$ cat src/rtl/lsu_pkg.sv
// lsu_pkg: shared op/state encodings and widths for the load/store unit
package lsu_pkg;
    localparam int DATA_W = 32;
    localparam int OFF_W  = 2;

    typedef enum logic [2:0] {
        OP_LB, OP_LBU, OP_LH, OP_LHU, OP_LW, OP_SB, OP_SH, OP_SW
    } op_t;

    typedef enum logic [1:0] {
        S_IDLE, S_READ, S_WRITE, S_RESP
    } state_t;
endpackage

$ cat src/rtl/lsu_align.sv
// lsu_align: big-endian load extraction and sub-word store merge
module lsu_align
    import lsu_pkg::*;
(
    input  logic [DATA_W-1:0] word,
    input  logic [OFF_W-1:0]  offset,
    input  op_t               op,
    input  logic [DATA_W-1:0] wdata,
    output logic [DATA_W-1:0] rdata,
    output logic [DATA_W-1:0] mdata
);
    logic [OFF_W+2:0] sh;
    logic [7:0]       b;
    logic [15:0]      h;

    // offset 0 is the most significant byte
    assign sh = {~offset, 3'b000};
    assign b  = 8'(word >> sh);
    assign h  = offset[1] ? word[15:0] : word[31:16];

    always_comb begin
        rdata = op == OP_LB  ? {{24{b[7]}}, b} :
                op == OP_LBU ? {24'b0, b} :
                op == OP_LH  ? {{16{h[15]}}, h} :
                op == OP_LHU ? {16'b0, h} : word;
        mdata = op == OP_SB ? (word & ~(32'hFF << sh)) | ({24'b0, wdata[7:0]} << sh) :
                op == OP_SH ? (offset[1] ? {word[31:16], wdata[15:0]} : {wdata[15:0], word[15:0]}) :
                wdata;
    end
endmodule

$ cat src/rtl/load_store_unit.sv
// load_store_unit: single-request memory stage with byte/half/word access over a word port
module load_store_unit
    import lsu_pkg::*;
#(
    parameter int MEMORY_SIZE = 16
) (
    input  logic              clk,
    input  logic              rst,
    input  logic              req_valid,
    output logic              req_ready,
    input  logic [2:0]        req_op,
    input  logic [DATA_W-1:0] req_addr,
    input  logic [DATA_W-1:0] req_wdata,
    output logic              resp_valid,
    output logic [DATA_W-1:0] resp_rdata,
    output logic              resp_fault,
    output logic [DATA_W-1:0] mem_addr,
    output logic [DATA_W-1:0] mem_wdata,
    output logic              mem_write,
    input  logic [DATA_W-1:0] mem_rdata
);
    state_t            state;
    op_t               op_q;
    op_t               op_in;
    logic [DATA_W-1:0] addr_q, wdata_q, word_q, ext, merged;
    logic              fault_q, fault;

    assign op_in = op_t'(req_op);

    always_comb begin
        fault = ((op_in == OP_LH || op_in == OP_LHU || op_in == OP_SH) && req_addr[0]) ||
                ((op_in == OP_LW || op_in == OP_SW) && req_addr[1:0] != 2'b00) ||
                ({req_addr[31:2], 2'b00} > 32'(MEMORY_SIZE - 4));
    end

    always_ff @(posedge clk or negedge rst) begin
        if (!rst) begin
            state   <= S_IDLE;
            op_q    <= OP_LB;
            addr_q  <= '0;
            wdata_q <= '0;
            word_q  <= '0;
            fault_q <= 1'b0;
        end else begin
            case (state)
                S_IDLE: if (req_valid) begin
                    op_q    <= op_in;
                    addr_q  <= req_addr;
                    wdata_q <= req_wdata;
                    fault_q <= fault;
                    state   <= fault ? S_RESP : op_in == OP_SW ? S_WRITE : S_READ;
                end
                S_READ: begin
                    word_q <= mem_rdata;
                    state  <= (op_q == OP_SB || op_q == OP_SH) ? S_WRITE : S_RESP;
                end
                S_WRITE: state <= S_RESP;
                default: state <= S_IDLE;
            endcase
        end
    end

    lsu_align u_align (
        .word  (word_q),
        .offset(addr_q[1:0]),
        .op    (op_q),
        .wdata (wdata_q),
        .rdata (ext),
        .mdata (merged)
    );

    assign req_ready  = state == S_IDLE;
    assign resp_valid = state == S_RESP;
    assign resp_fault = resp_valid && fault_q;
    assign resp_rdata = (resp_valid && !fault_q && !(op_q inside {OP_SB, OP_SH, OP_SW})) ? ext : '0;
    assign mem_write  = state == S_WRITE;
    assign mem_addr   = (state == S_READ || mem_write) ? {addr_q[31:2], 2'b00} : '0;
    assign mem_wdata  = mem_write ? merged : '0;
endmodule

$ cat config.mk
export PLATFORM = sky130hd
export DESIGN_NAME = load_store_unit
export DESIGN_NICKNAME = d
export VERILOG_FILES = /design/src/rtl/lsu_pkg.sv /design/src/rtl/lsu_align.sv /design/src/rtl/load_store_unit.sv
export SDC_FILE = /design/constraint.sdc
export NUM_CORES = 1
export LEC_CHECK = 0
export ABC_CLOCK_PERIOD_IN_PS = 2150
export BUFFER_PORTS_ARGS = -buffer_cell sky130_fd_sc_hd__buf_2
export CAP_MARGIN = 20
export CORE_MARGIN = 2
export CORE_UTILIZATION = 47
export DETAILED_ROUTE_END_ITERATION = 8
export GPL_TIMING_DRIVEN = 0
export HOLD_SLACK_MARGIN = 0.12
export PLACE_DENSITY = 0.77
export SETUP_SLACK_MARGIN = 0.02
export SLEW_MARGIN = 25
export SYNTH_ARGS = -nofsm -noshare
export SYNTH_HDL_FRONTEND = slang
export SYNTH_SLANG_ARGS = --single-unit
$ cat constraint.sdc
create_clock -name clk -period 2.15 [get_ports clk]
set_clock_uncertainty 0.2 [all_clocks]
set_input_delay 0 -clock clk [delete_from_list [all_inputs] [get_ports clk]]
set_output_delay 0 -clock clk [all_outputs]
set_load 0.1 [all_outputs]
-- Word level (Yosys, flattened, before mapping)
Index checks and enable logic that the tools add are counted.
- reductions and logical operators: 19
- shifts and indexed selects: 3
- bitwise logic cells: 4
- equal/unequal tests: 15
- muxes and demuxes: 16
- magnitude comparators: 1
- operators by type and width (cell ; number):
    $mux 32 ; 10
    $and 32x32->32 ; 1
    $gt 32x4->1 const B ; 1
    $not 32->32 ; 1
    $or 32x32->32 ; 1
    $shl 8x5->32 ; 1
    $shl 8x5->32 const A ; 1
    $shr 32x5->8 ; 1
    $eq 3x3->1 const B ; 6
    $mux 16 ; 1
    $eq 3x2->1 const B ; 4
    $logic_or 1x1->1 ; 7
    $mux 2 ; 3
    $pmux 2 s3 ; 1
    $logic_and 1x1->1 ; 5
    $eq 2x2->1 const B ; 2
    $eq 3x1->1 const B ; 1
    $logic_not 3->1 ; 1
    $reduce_bool 3->1 ; 1
    $eq 2x1->1 const B ; 1
    $logic_not 1->1 ; 2
    $logic_not 2->1 ; 1
    $ne 2x2->1 const B ; 1
    $not 2->2 ; 1
    other kinds (3) ; 3
- input port bits: 102
- output and inout port bits: 100
- flip-flop bits (word level): 102
- logic and storage cells: 64

-- Logic depth before layout (Yosys ltp)
Gate-level depths: netlist of the first run.
- word-level depth: 9
- depth in mapped cells: 8

-- Hierarchy
Synthesis of the first run repeated with hierarchy kept, for this count alone.
- cells, all modules: 617
- area, all modules: 6785.3 µm²
- modules (own cells, without submodules) (module ; area each (µm²) ; instances ; cells an instance ; sequential area each (µm²)):
    load_store_unit ; 4799.6 ; 1 ; 363 ; 2552.4
    lsu_align ; 1985.7 ; 1 ; 254 ; 0.0

-- Worst setup path before layout of the first run
Ideal clock, no wire load.
- kind: reg2out
- start point: register state[1]
- end point: output resp_rdata[31]
- stages on the path, launching flop included: 6
- slack: -2210 ps
- data arrival time: 4160 ps
- path through: dfrtp_1 > ha_1 > nand3b_2 > or2_1 > buf_6 > a211oi_1
- word-level cells in the longest chain between the ends: 4
- ends and longest elaborated chain (what ; line ; text):
    start, declared ; load_store_unit.sv:22 ; state_t state;
    start signal, assigned ; load_store_unit.sv:51 ; state <= fault ? S_RESP : op_in == OP_SW ? S_WRITE : S_READ;
    start signal, assigned ; load_store_unit.sv:55 ; state <= (op_q == OP_SB || op_q == OP_SH) ? S_WRITE : S_RESP;
    $eq 2x2->1 ; load_store_unit.sv:73 ; assign resp_valid = state == S_RESP;
    named net resp_valid ; load_store_unit.sv:14 ; output logic resp_valid,
    $logic_and 1x1->1 (2 in series) ; load_store_unit.sv:75 ; assign resp_rdata = (resp_valid && !fault_q && !(op_q inside {OP_SB, OP_SH, OP_SW})) ? ext : '0;
    $mux 32 ; load_store_unit.sv:75 ;
    end, declared ; load_store_unit.sv:15 ; output logic [DATA_W-1:0] resp_rdata,
The timed path passes the listed nets, and every way through them passes these cells.

-- Final worst setup path of the first run
- start point: register addr_q[1]
- end point: output resp_rdata[25]
- word-level cells in the longest chain between the ends: 5
- ends and longest elaborated chain (what ; line ; text):
    start, declared ; load_store_unit.sv:25 ; logic [DATA_W-1:0] addr_q, wdata_q, word_q, ext, merged;
    start signal, assigned ; load_store_unit.sv:48 ; addr_q <= req_addr;
    branches (longest 3 deep; another with $shr 32x5->8) ; - ;
    $mux 32 (*) ; lsu_align.sv:22 ; rdata = op == OP_LB ? {{24{b[7]}}, b} :
    $mux 32 (*) ; load_store_unit.sv:75 ;
Every way passes the cells marked *.

==> metrics.cfg, run 1 <==
[run_status]
status=complete, but fails checks
failed_checks=negative setup slack

[yosys]
ys_ff_latch=102
ys_seq_area_frac=0.4156
syn_area_per_cell_sq_um=10.17
ys_top_cells_by_area=dfrtp_1, mux2_2, mux2i_1, a21oi_1, and2_1
synth_cell_types=47
syn_area_sq_um=6141
ys.flop_type=dfrtp_1
async_reset_ff_frac=1.000
synth_most_common_cell=dfrtp_1
synth-edff-count=0
synth_top_area_frac=0.4156
yosysTopAreaCell=dfrtp_1
synthCells=604
yosys_warnings=0
synth_common_cells=dfrtp_1, mux2_2, a21oi_1

[die]
fp.dieH_microns=118.3
die_w_microns=118.3
start_util=0.4846
io_pins=202
die-area_sq_um=14000
row_count=41
coreArea_sq_um=12670

[final_layout]
drive_gt1_frac=0.5887
synthToLayoutAreaGrowth_pct=95.97
final_nets=1076
stdcell_area_sq_um=12030
finish.utilization=0.9497
fillers=293
antenna_cells=0

[sta]
hold_viol_final=0
slew_violations=0
worst_pin_slew_ps=651.5
timing.setup.tns_ps=-20000
setup_viol=128
max_clock_freq_mhz=378.5
period_minus_slack_ps=2642
fin_crit_sh=1.229
relSlewSlack=0.5657
setup_slack_ps=-491.7
rsz0062_at_grt=yes

[grt]
grt_max_degree=70
grt_pass1_wl_mm=45.05
antenna_found_initial=2
grt-ovfl-total=0
grt_usage=0.4196
grt_pass1_vias=7668

[hold_path]
whs_path_depth=3
hp-start=mem_rdata[6]
hold_class=in -> reg
whs_endpoint=word_q[6]$_DFFE_PN0N_

[setup_path]
critPathBufInv=4
crit_path_top_delay_cell=a211o_2
cp_common_cell=buf_6
r2r_slack_ps=-60
crit_family=compound AO/OA/AOI/OAI gates
r2r_start=state[1]$_DFFE_PN0P_
startpoint_type=flip-flop
critPathMaxFanout=10
critPathArrivalTime_ps=2440
rr_worst_depth=6
required_ps=1950
criticalPathCategory=reg -> out
slowest_delay_ps=460
endpoint_kind=output pin
r2r-end=wdata_q[14]$_DFFE_PN0P_
path_cells=buf_6, buf_6, o21ai_0, a211o_2, clkbuf_16, a21oi_4, buf_12

[clock_network]
clk_latency_ps=360
cts_buffers=9
clock-sinks=102
clk_pin_slew_ps=80
htreeDepth=3
cts_tree=yes
clockBufferDepth=2
root_buffer=clkbuf_16

[placement]
gp_congestion=0.9173
place_area_sq_um=8170
port_buffers=199
dpl.hpwl_mm=15.44

[detailed_routing]
vias_per_cell=6.746
route.detailed.drc=0
dr.pass1.iters=6
drtAntennaViolNets=0
drt_iter0_drc=1207
wl_per_cell_microns=31.31
wl_mm=35.92
via_count=7738

[run]
maxCapViolCount=0

==> timing repair <==
action	4_1_cts	5_1_grt
buffers inserted	27	26
setup endpoints to repair	175	163
cloned	4	0
endpoints found under the hold margin	204	0
pin swaps	32	33
hold buffers	103	0
resized for setup	430	90
==> area by class of cell <==
| cell class | instances | area, sq um | share of cell area |
|---|---|---|---|
| multi-input cells | 441 | 4552 | 0.3783 |
| repair buffers | 360 | 3850 | 0.3199 |
| flip-flops and latches | 102 | 2559 | 0.2126 |
| plain buffers | 45 | 471.7 | 0.03920 |
| clock buffers | 10 | 229.0 | 0.01903 |
| well taps | 172 | 215.2 | 0.01788 |
| clock inverters | 6 | 116.4 | 0.009669 |
| inverters | 11 | 41.29 | 0.003431 |
==> cell families (layout without fill, tap and decap cells) <==
logic type,Yosys count,count (layout),share of synthesized area
xor gates and xnor gates,2,2,0.002853
AOI/OAI and AO/OA,150,150,0.1528
DFF,102,102,0.4156
other,1,2,0.0006107
and+or+nand+nor,153,153,0.1243
muxes,130,130,0.2465
buffers and inverters,62,432,0.04910
adders and majority gates,4,4,0.008150
==> through the flow <==
step	std cells	setup slack, ps	hold WS (ps)
floorplan	605	-431.4	-495.6
global placement	976	-374.8	14.09
detailed placement	977	-420.1	-290.8
CTS	1122	-301.9	203.6
global route	1147	-522.6	219.4
finish	1147	-491.7	203.6
==> layout by cell type, fill, tap and decap left out, types with 7 or more instances in the layout <==
cell type	n
nor2_2	8
a211oi_4	9
clkbuf_2	7
a21boi_4	8
nor2_1	24
a21oi_1	11
o211a_4	8
buf_8	7
buf_12	77
nand2_1	45
buf_4	44
nand3_4	7
buf_6	43
a21oi_4	35
o21ai_0	19
mux4_2	8
inv_1	11
dfrtp_1	97
clkbuf_16	12
dlygate4sd3_1	102
mux2_2	90
buf_2	110
mux2i_1	20
a21oi_2	14
and2_1	32
a211oi_2	8
==> registers in the layout, indices dropped and copies added, names as in the netlist <==
name / cells
word_q: 32
addr_q: 32
wdata_q: 32
fault_q: 1
state: 2
op_q: 3
==> per-layer routing <==
layer / vias to the layer above / global-route usage / part of all wire
li1: 2891 / - / -
met1: 3656 / 0.4671 / 0.31
met2: 811 / 0.7337 / 0.46
met3: 378 / 0.09990 / 0.12
met4: 2 / 0.2349 / 0.11
met5: - / 0 / 0.00045
==> worst reg2reg max path, cell delays in order (launching register included) <==
cell      delay (ps)
dfrtp_1          470
inv_1            200
ha_4             210
and2_1           150
clkbuf_4         220
buf_6            200
mux2_2           420
==> worst max-delay path by stage <==
| stage | end | start | depth (start not counted) | slack (ps) |
|---|---|---|---|---|
| floorplan | resp_rdata[31] | state[0]$_DFFE_PN0P_ | 5 | -430 |
| global placement | resp_rdata[29] | addr_q[1]$_DFFE_PN0P_ | 7 | -370 |
| detailed placement | resp_rdata[23] | addr_q[1]$_DFFE_PN0P_ | 7 | -420 |
| CTS | resp_rdata[31] | addr_q[1]$_DFFE_PN0P_ | 8 | -300 |
| global route | mem_wdata[28] | addr_q[1]$_DFFE_PN0P_ | 6 | -520 |
| finish | resp_rdata[25] | addr_q[1]$_DFFE_PN0P_ | 7 | -490 |
Power of run 1 is not shown: default switching activity piles up to over one toggle a cycle in this logic, so the estimate is an artifact.
==> run 2: changes to the inputs <==
--- a/config.mk
+++ b/config.mk
@@ -14,7 +14,7 @@
 export GPL_TIMING_DRIVEN = 0
 export HOLD_SLACK_MARGIN = 0.12
 export PLACE_DENSITY = 0.77
-export SETUP_SLACK_MARGIN = 0.02
+export SETUP_SLACK_MARGIN = 0.15
 export SLEW_MARGIN = 25
 export SYNTH_ARGS = -nofsm -noshare
 export SYNTH_HDL_FRONTEND = slang
==> metrics.cfg, run 2 <==
[run_status]
status=did not finish  ; was complete, but fails checks
lastStage=5_1_grt
error_line=[ERROR DPL-0038] Utilization greater than 100%, impossible to legalize

[yosys]
synth_common_cells=dfrtp_1, mux2_2, a21oi_1  ; unchanged
synth_most_common_cell=dfrtp_1  ; unchanged
synthXorXnorAreaFrac=0.002852  ; unchanged
synth-edff-count=0  ; unchanged
syn_area_per_cell_sq_um=10.17  ; unchanged
muxShareOfSynthArea=0.2465  ; unchanged
synthCells=604  ; unchanged
synth_top_area_frac=0.4156  ; unchanged
synth-simple-area-share=0.1243  ; unchanged
syn_area_sq_um=6141  ; unchanged
synth_top_family_by_area=multiplexers  ; unchanged
yosysTopAreaCell=dfrtp_1  ; unchanged
synth-compound-area-share=0.1528  ; unchanged
ys.flop_type=dfrtp_1  ; unchanged
async_reset_ff_frac=1.000  ; unchanged
synth_cell_types=47  ; unchanged
synth_fa_ha_area_frac=0.008150  ; unchanged
yosys_warnings=0  ; unchanged
ys_seq_area_frac=0.4156  ; unchanged
ys_top_cells_by_area=dfrtp_1, mux2_2, mux2i_1, a21oi_1, and2_1  ; unchanged
ys_ff_latch=102  ; unchanged

[clock_network]
clock-sinks=102  ; unchanged
htreeDepth=3  ; unchanged
clockBufferDepth=2  ; unchanged
root_buffer=clkbuf_16  ; unchanged
cts_buffers=9  ; unchanged

[placement]
port_buffers=199  ; unchanged
gp_congestion=0.9057  ; was 0.9173
place_ws_ps=-432.4  ; was -420.1 ps
dpl.hpwl_mm=15.32  ; was 15.44 mm

[sta]
worst_endpoint=resp_rdata[29]
worst_path_end_type=top-level output

[grt]
grt_max_degree=66

[die]
start_util=0.4846  ; unchanged
fp.dieH_microns=118.3  ; unchanged
die_w_microns=118.3  ; unchanged
row_count=41  ; unchanged
io_pins=202  ; unchanged

[run 2: kinds of logic after synthesis]
group           count (synthesis)
compound gates                150
xor+xnor                        2
fa+ha+maj                       4
buf+inv                        62
flops                         102
mux                           130
other cells                     1
simple gates                  153
[run 2: through the flow]
step | utilization | hold slack (ps) | std cells | instance area (sq um) | setup TNS (ps)
2_1_floorplan | - | -495.6 | 605 | 6925 | -25800
3_5_place_dp | 0.6448 | -271.6 | 977 | 8170 | -20140
4_1_cts | 0.9291 | 197.7 | 1146 | 11770 | -7547
3_3_place_gp | 0.6421 | 14.48 | 976 | 8137 | -29180
[run 2: what timing repair did]
action | CTS
buffers inserted | 45
endpoints found under the hold margin | 204
pin swaps | 38
resized for setup | 488
hold buffers | 102
cloned | 6
endpoints found under the setup margin | 187
==> run 3: changes to the inputs <==
--- a/config.mk
+++ b/config.mk
@@ -5,16 +5,14 @@
 export SDC_FILE = /design/constraint.sdc
 export NUM_CORES = 1
 export LEC_CHECK = 0
-export ABC_CLOCK_PERIOD_IN_PS = 2150
+export ABC_CLOCK_PERIOD_IN_PS = 2800
 export BUFFER_PORTS_ARGS = -buffer_cell sky130_fd_sc_hd__buf_2
 export CAP_MARGIN = 20
 export CORE_MARGIN = 2
-export CORE_UTILIZATION = 47
+export CORE_UTILIZATION = 40
 export DETAILED_ROUTE_END_ITERATION = 8
 export GPL_TIMING_DRIVEN = 0
-export HOLD_SLACK_MARGIN = 0.12
-export PLACE_DENSITY = 0.77
-export SETUP_SLACK_MARGIN = 0.15
+export PLACE_DENSITY_LB_ADDON = 0.15
 export SLEW_MARGIN = 25
 export SYNTH_ARGS = -nofsm -noshare
 export SYNTH_HDL_FRONTEND = slang
==> constraint.sdc (replaced) <==
create_clock -name clk -period 2.8 [get_ports clk]
set_clock_uncertainty 0.2 [all_clocks]
set_input_delay 0 -clock clk [delete_from_list [all_inputs] [get_ports clk]]
set_output_delay 0 -clock clk [all_outputs]
set_load 0.1 [all_outputs]
==> metrics.cfg, run 3 (synthesis gave the netlist of run 1 again) <==
[hold_path]
hold_class=in -> reg

[sta]
worst_pin_slew_ps=560.8
rsz0062_at_grt=no
period_minus_slack_ps=2703
hold_ws_ps=205.7
relSlewSlack=0.6261
slew_violations=0
max_clock_freq_mhz=370.0
timing.setup.tns_ps=0
fin_crit_sh=0.9652
setup_viol=0
setup_slack_ps=97.37
hold_viol_final=0

[final_layout]
synthToLayoutAreaGrowth_pct=50.06
final_cell_mix=buf_2, dfrtp_1, dlygate4sd3_1
final_nets=1025
fillers=1291
antenna_cells=0
drive_gt1_frac=0.4323
final_common_cell=buf_2
finalNonFillerCells=1111
reg.largest.list=addr_q x32, wdata_q x32, word_q x32

[detailed_routing]
route.detailed.drc=0
dr.pass1.iters=5
drtAntennaViolNets=0
wl_per_cell_microns=18.89
wl_mm=20.99
drt_iter0_drc=306
vias_per_cell=5.390
via_count=5988

[clock_network]
clock-sinks=102  ; unchanged
root_buffer=clkbuf_16  ; unchanged
clk_pin_slew_ps=70
cts_setup_buffers=0  ; was 45
htreeDepth=3  ; unchanged
clockBufferDepth=2  ; unchanged
cts_tree=yes
cts_buffers=9  ; unchanged
clk_latency_ps=350

[die]
die-area_sq_um=16360
die_w_microns=127.9  ; was 118.3 microns
fp.dieH_microns=127.9  ; was 118.3 microns
io_pins=202  ; unchanged
row_count=45  ; was 41
start_util=0.4070  ; was 0.4846
coreArea_sq_um=15090

[grt]
grt-ovfl-total=0
grt_pass1_wl_mm=32.26
grt_max_degree=59
antenna_found_initial=0
grt_usage=0.2557
grt_pass1_vias=6147

[setup_path]
endpoint_kind=output pin
criticalPathCategory=reg -> out
slowest_delay_ps=450
critPathArrivalTime_ps=2500
startpoint_type=flip-flop
path_cells=buf_4, nor3b_4, clkbuf_1, a21oi_1, a21oi_4, buf_2
crit_path_top_delay_cell=nor3b_4
required_ps=2600
critPathMaxFanout=10

[placement]
dp.cells=993  ; was 977
place_ws_ps=285.9  ; was -432.4 ps
dpl.hpwl_mm=15.29  ; was 15.32 mm
port_buffers=199  ; unchanged
gp_congestion=0.8706  ; was 0.9057

[run_status]
status=finished clean  ; was did not finish

[run]
maxCapViolCount=0

==> run 3: stage by stage <==
stage | instance area (sq um) | util
floorplan | 6524 | -
global placement | 7755 | 0.5139
detailed placement | 7791 | 0.5163
CTS | 9178 | 0.6082
global route | 9215 | 0.6107
finish | 9215 | 0.6107
==> run 3: layer usage <==
layer  routed length (microns)  up-vias  global-route usage
li1                          -     2788                   -
met1                      8492     2944              0.3102
met2                     10710      218              0.4489
met3                      1259       38             0.06177
met4                       528        0             0.08016
met5                         0        -                   0
==> run 3: area by class of cell <==
class	count	area (sq um)	area share
Multi-Input combinational cell	441	3694	0.4008
Sequential cell	102	2552	0.2770
Timing Repair Buffer	303	2141	0.2323
Buffer	51	269.0	0.02919
Clock buffer	12	256.5	0.02783
Tap cell	188	235.2	0.02553
Inverter	11	41.29	0.004481
Clock inverter	3	26.28	0.002851
==> run 3: worst paths after layout <==
path | startpoint | to | slack, ps | cells after the start
min in group asynchronous | rst | word_q[16]$_DFFE_PN0N_ | 530 | 4
hold reg to reg | addr_q[12]$_DFFE_PN0P_ | addr_q[12]$_DFFE_PN0P_ | 300 | 1
setup reg to reg | state[1]$_DFFE_PN0P_ | wdata_q[23]$_DFFE_PN0P_ | 380 | 7
max in group asynchronous | rst | op_q[0]$_DFFE_PN0P_ | 1600 | 4
hold / removal | mem_rdata[28] | word_q[28]$_DFFE_PN0N_ | 210 | 3
setup / recovery | op_q[1]$_DFFE_PN0P_ | resp_rdata[10] | 100 | 6
==> run 3: timing repair <==
action                                  CTS  global route
endpoints found under the hold margin   204             0
hold buffers                            103             0
gates resized for setup                  20            24
endpoints found under the setup margin   26            42
==> run 3: critical path, delay by kind of cell, from the launching register on <==
family	cells	cell delay [ps]
flops	1	350
compound gates	2	360
simple gates	1	450
buf+inv	3	990
Power of run 3 is left out for the same reason.
==> run 4: changes to the inputs <==
--- a/config.mk
+++ b/config.mk
@@ -6,7 +6,7 @@
 export NUM_CORES = 1
 export LEC_CHECK = 0
 export ABC_CLOCK_PERIOD_IN_PS = 2800
-export BUFFER_PORTS_ARGS = -buffer_cell sky130_fd_sc_hd__buf_2
+export BUFFER_PORTS_ARGS = -buffer_cell sky130_fd_sc_hd__clkbuf_2
 export CAP_MARGIN = 20
 export CORE_MARGIN = 2
 export CORE_UTILIZATION = 40
==> metrics.cfg, run 4 (synthesis gave the netlist of run 1 again) <==
[grt]
grt_pass1_wl_mm=32.31  ; was 32.26 mm
antenna_found_initial=0  ; unchanged
grt_max_degree=58  ; was 59
grt_usage=0.2571  ; was 0.2557
grt-ovfl-total=0  ; unchanged
grt_pass1_vias=6184  ; was 6147

[final_layout]
final_cell_mix=clkbuf_2, dfrtp_1, dlygate4sd3_1  ; was buf_2, dfrtp_1, dlygate4sd3_1
final_common_cell=clkbuf_2  ; was buf_2
reg.largest.list=addr_q x32, wdata_q x32, word_q x32  ; unchanged
antenna_cells=0  ; unchanged
synthToLayoutAreaGrowth_pct=50.31  ; was 50.06%
drive_gt1_frac=0.4334  ; was 0.4323
final_nets=1024  ; was 1025

[sta]
rsz0062_at_grt=no  ; unchanged
relSlewSlack=0.6108  ; was 0.6261
setup_viol=0  ; unchanged
worst_pin_slew_ps=583.8  ; was 560.8 ps
hold_ws_ps=-1.484  ; was 205.7 ps
setup_slack_ps=79.79  ; was 97.37 ps
hold_viol_final=1  ; was 0
fin_crit_sh=0.9715  ; was 0.9652
slew_violations=0  ; unchanged
max_clock_freq_mhz=367.6  ; was 370.0 MHz
period_minus_slack_ps=2720  ; was 2703 ps

[clock_network]
cts_setup_buffers=0  ; unchanged
cts_buffers=9  ; unchanged
htreeDepth=3  ; unchanged
clk_latency_ps=360  ; was 350 ps
clockBufferDepth=2  ; unchanged
clock-sinks=102  ; unchanged
root_buffer=clkbuf_16  ; unchanged
cts_tree=yes  ; unchanged
clk_pin_slew_ps=70  ; about the same

[setup_path]
endpoint_kind=output pin  ; unchanged
r2r-end=wdata_q[16]$_DFFE_PN0P_  ; was wdata_q[23]$_DFFE_PN0P_
r2r_start=state[1]$_DFFE_PN0P_  ; unchanged
rr_worst_depth=7  ; unchanged
startpoint_type=flip-flop  ; unchanged
r2r_slack_ps=420  ; was 380 ps
critPathArrivalTime_ps=2520  ; was 2500 ps
critPathMaxFanout=10  ; unchanged
required_ps=2600  ; about the same
criticalPathCategory=reg -> out  ; unchanged

[detailed_routing]
route.detailed.drc=0  ; unchanged
drtAntennaViolNets=0  ; unchanged
vias_per_cell=5.429  ; was 5.390
dr.pass1.iters=4  ; was 5
wl_mm=20.82  ; was 20.99 mm
wl_per_cell_microns=18.74  ; was 18.89 microns
via_count=6032  ; was 5988
drt_iter0_drc=323  ; was 306

[placement]
place_ws_ps=251.7  ; was 285.9 ps
dpl.hpwl_mm=15.35  ; was 15.29 mm
port_buffers=199  ; unchanged
gp_congestion=0.8706  ; unchanged

[die]
die_w_microns=127.9  ; unchanged
row_count=45  ; unchanged
coreArea_sq_um=15090  ; unchanged
die-area_sq_um=16360  ; unchanged
io_pins=202  ; unchanged
fp.dieH_microns=127.9  ; unchanged
start_util=0.4070  ; unchanged

[run]
maxCapViolCount=0  ; unchanged

[run_status]
failed_checks=negative hold slack
status=complete, but fails checks  ; was finished clean

[hold_path]
hold_class=in -> async  ; was in -> reg

run 4: final cells by class:
class	instances	area, sq um
Clock buffer	11	252.7
Fill cell	1274	5859
Multi-Input combinational cell	441	3694
Clock inverter	5	38.79
Sequential cell	102	2552
Tap cell	188	235.2
Timing Repair Buffer	302	2148
Inverter	11	41.29
Buffer	51	267.8
run 4: through the flow:
| step | setup TNS (ps) | hold slack [ps] | instances | instance area [sq um] | util |
|---|---|---|---|---|---|
| after floorplan | -10840 | -495.6 | 605 | 6524 | - |
| after global placement | 0 | 19.74 | 992 | 7755 | 0.5139 |
| after detailed placement | 0 | -232.1 | 993 | 7794 | 0.5165 |
| after CTS | 0 | 16.09 | 1111 | 9195 | 0.6094 |
| after global routing | 0 | 23.75 | 1111 | 9230 | 0.6117 |
| final | 0 | -1.484 | 1111 | 9230 | 0.6117 |
run 4: worst max-delay path: stages (launching register included):
cell and delay (ps):
dfrtp_1 420, inv_1 90, ha_1 190, buf_1 300, buf_1 440, o211a_1 250, clkbuf_2 460
run 4: worst max path at each step:
| stage | from | endpoint | cells after the start |
|---|---|---|---|
| after floorplan | state[1]$_DFFE_PN0P_ | resp_rdata[21] | 6 |
| after global placement | op_q[0]$_DFFE_PN0P_ | mem_wdata[9] | 6 |
| after detailed placement | op_q[1]$_DFFE_PN0P_ | resp_rdata[22] | 8 |
| after CTS | op_q[2]$_DFFE_PN0P_ | resp_rdata[4] | 7 |
| after global routing | op_q[0]$_DFFE_PN0P_ | mem_wdata[29] | 8 |
| final | state[0]$_DFFE_PN0P_ | mem_wdata[18] | 6 |
run 4: per-layer routing:
layer | vias to the layer above | routed length, microns | share of wire | global-route usage
li1 | 2797 | - | - | -
met1 | 2981 | 8699 | 0.42 | 0.3197
met2 | 231 | 10650 | 0.51 | 0.4561
met3 | 23 | 1175 | 0.056 | 0.05885
met4 | 0 | 300 | 0.014 | 0.05753
met5 | - | 0 | 0 | 0
run 4: timing repair:
item,CTS,global route
setup endpoints to repair,29,54
hold buffers,102,0
hold endpoints to repair,204,0
gates resized for setup,23,59
Power of run 4 is left out for the same reason.
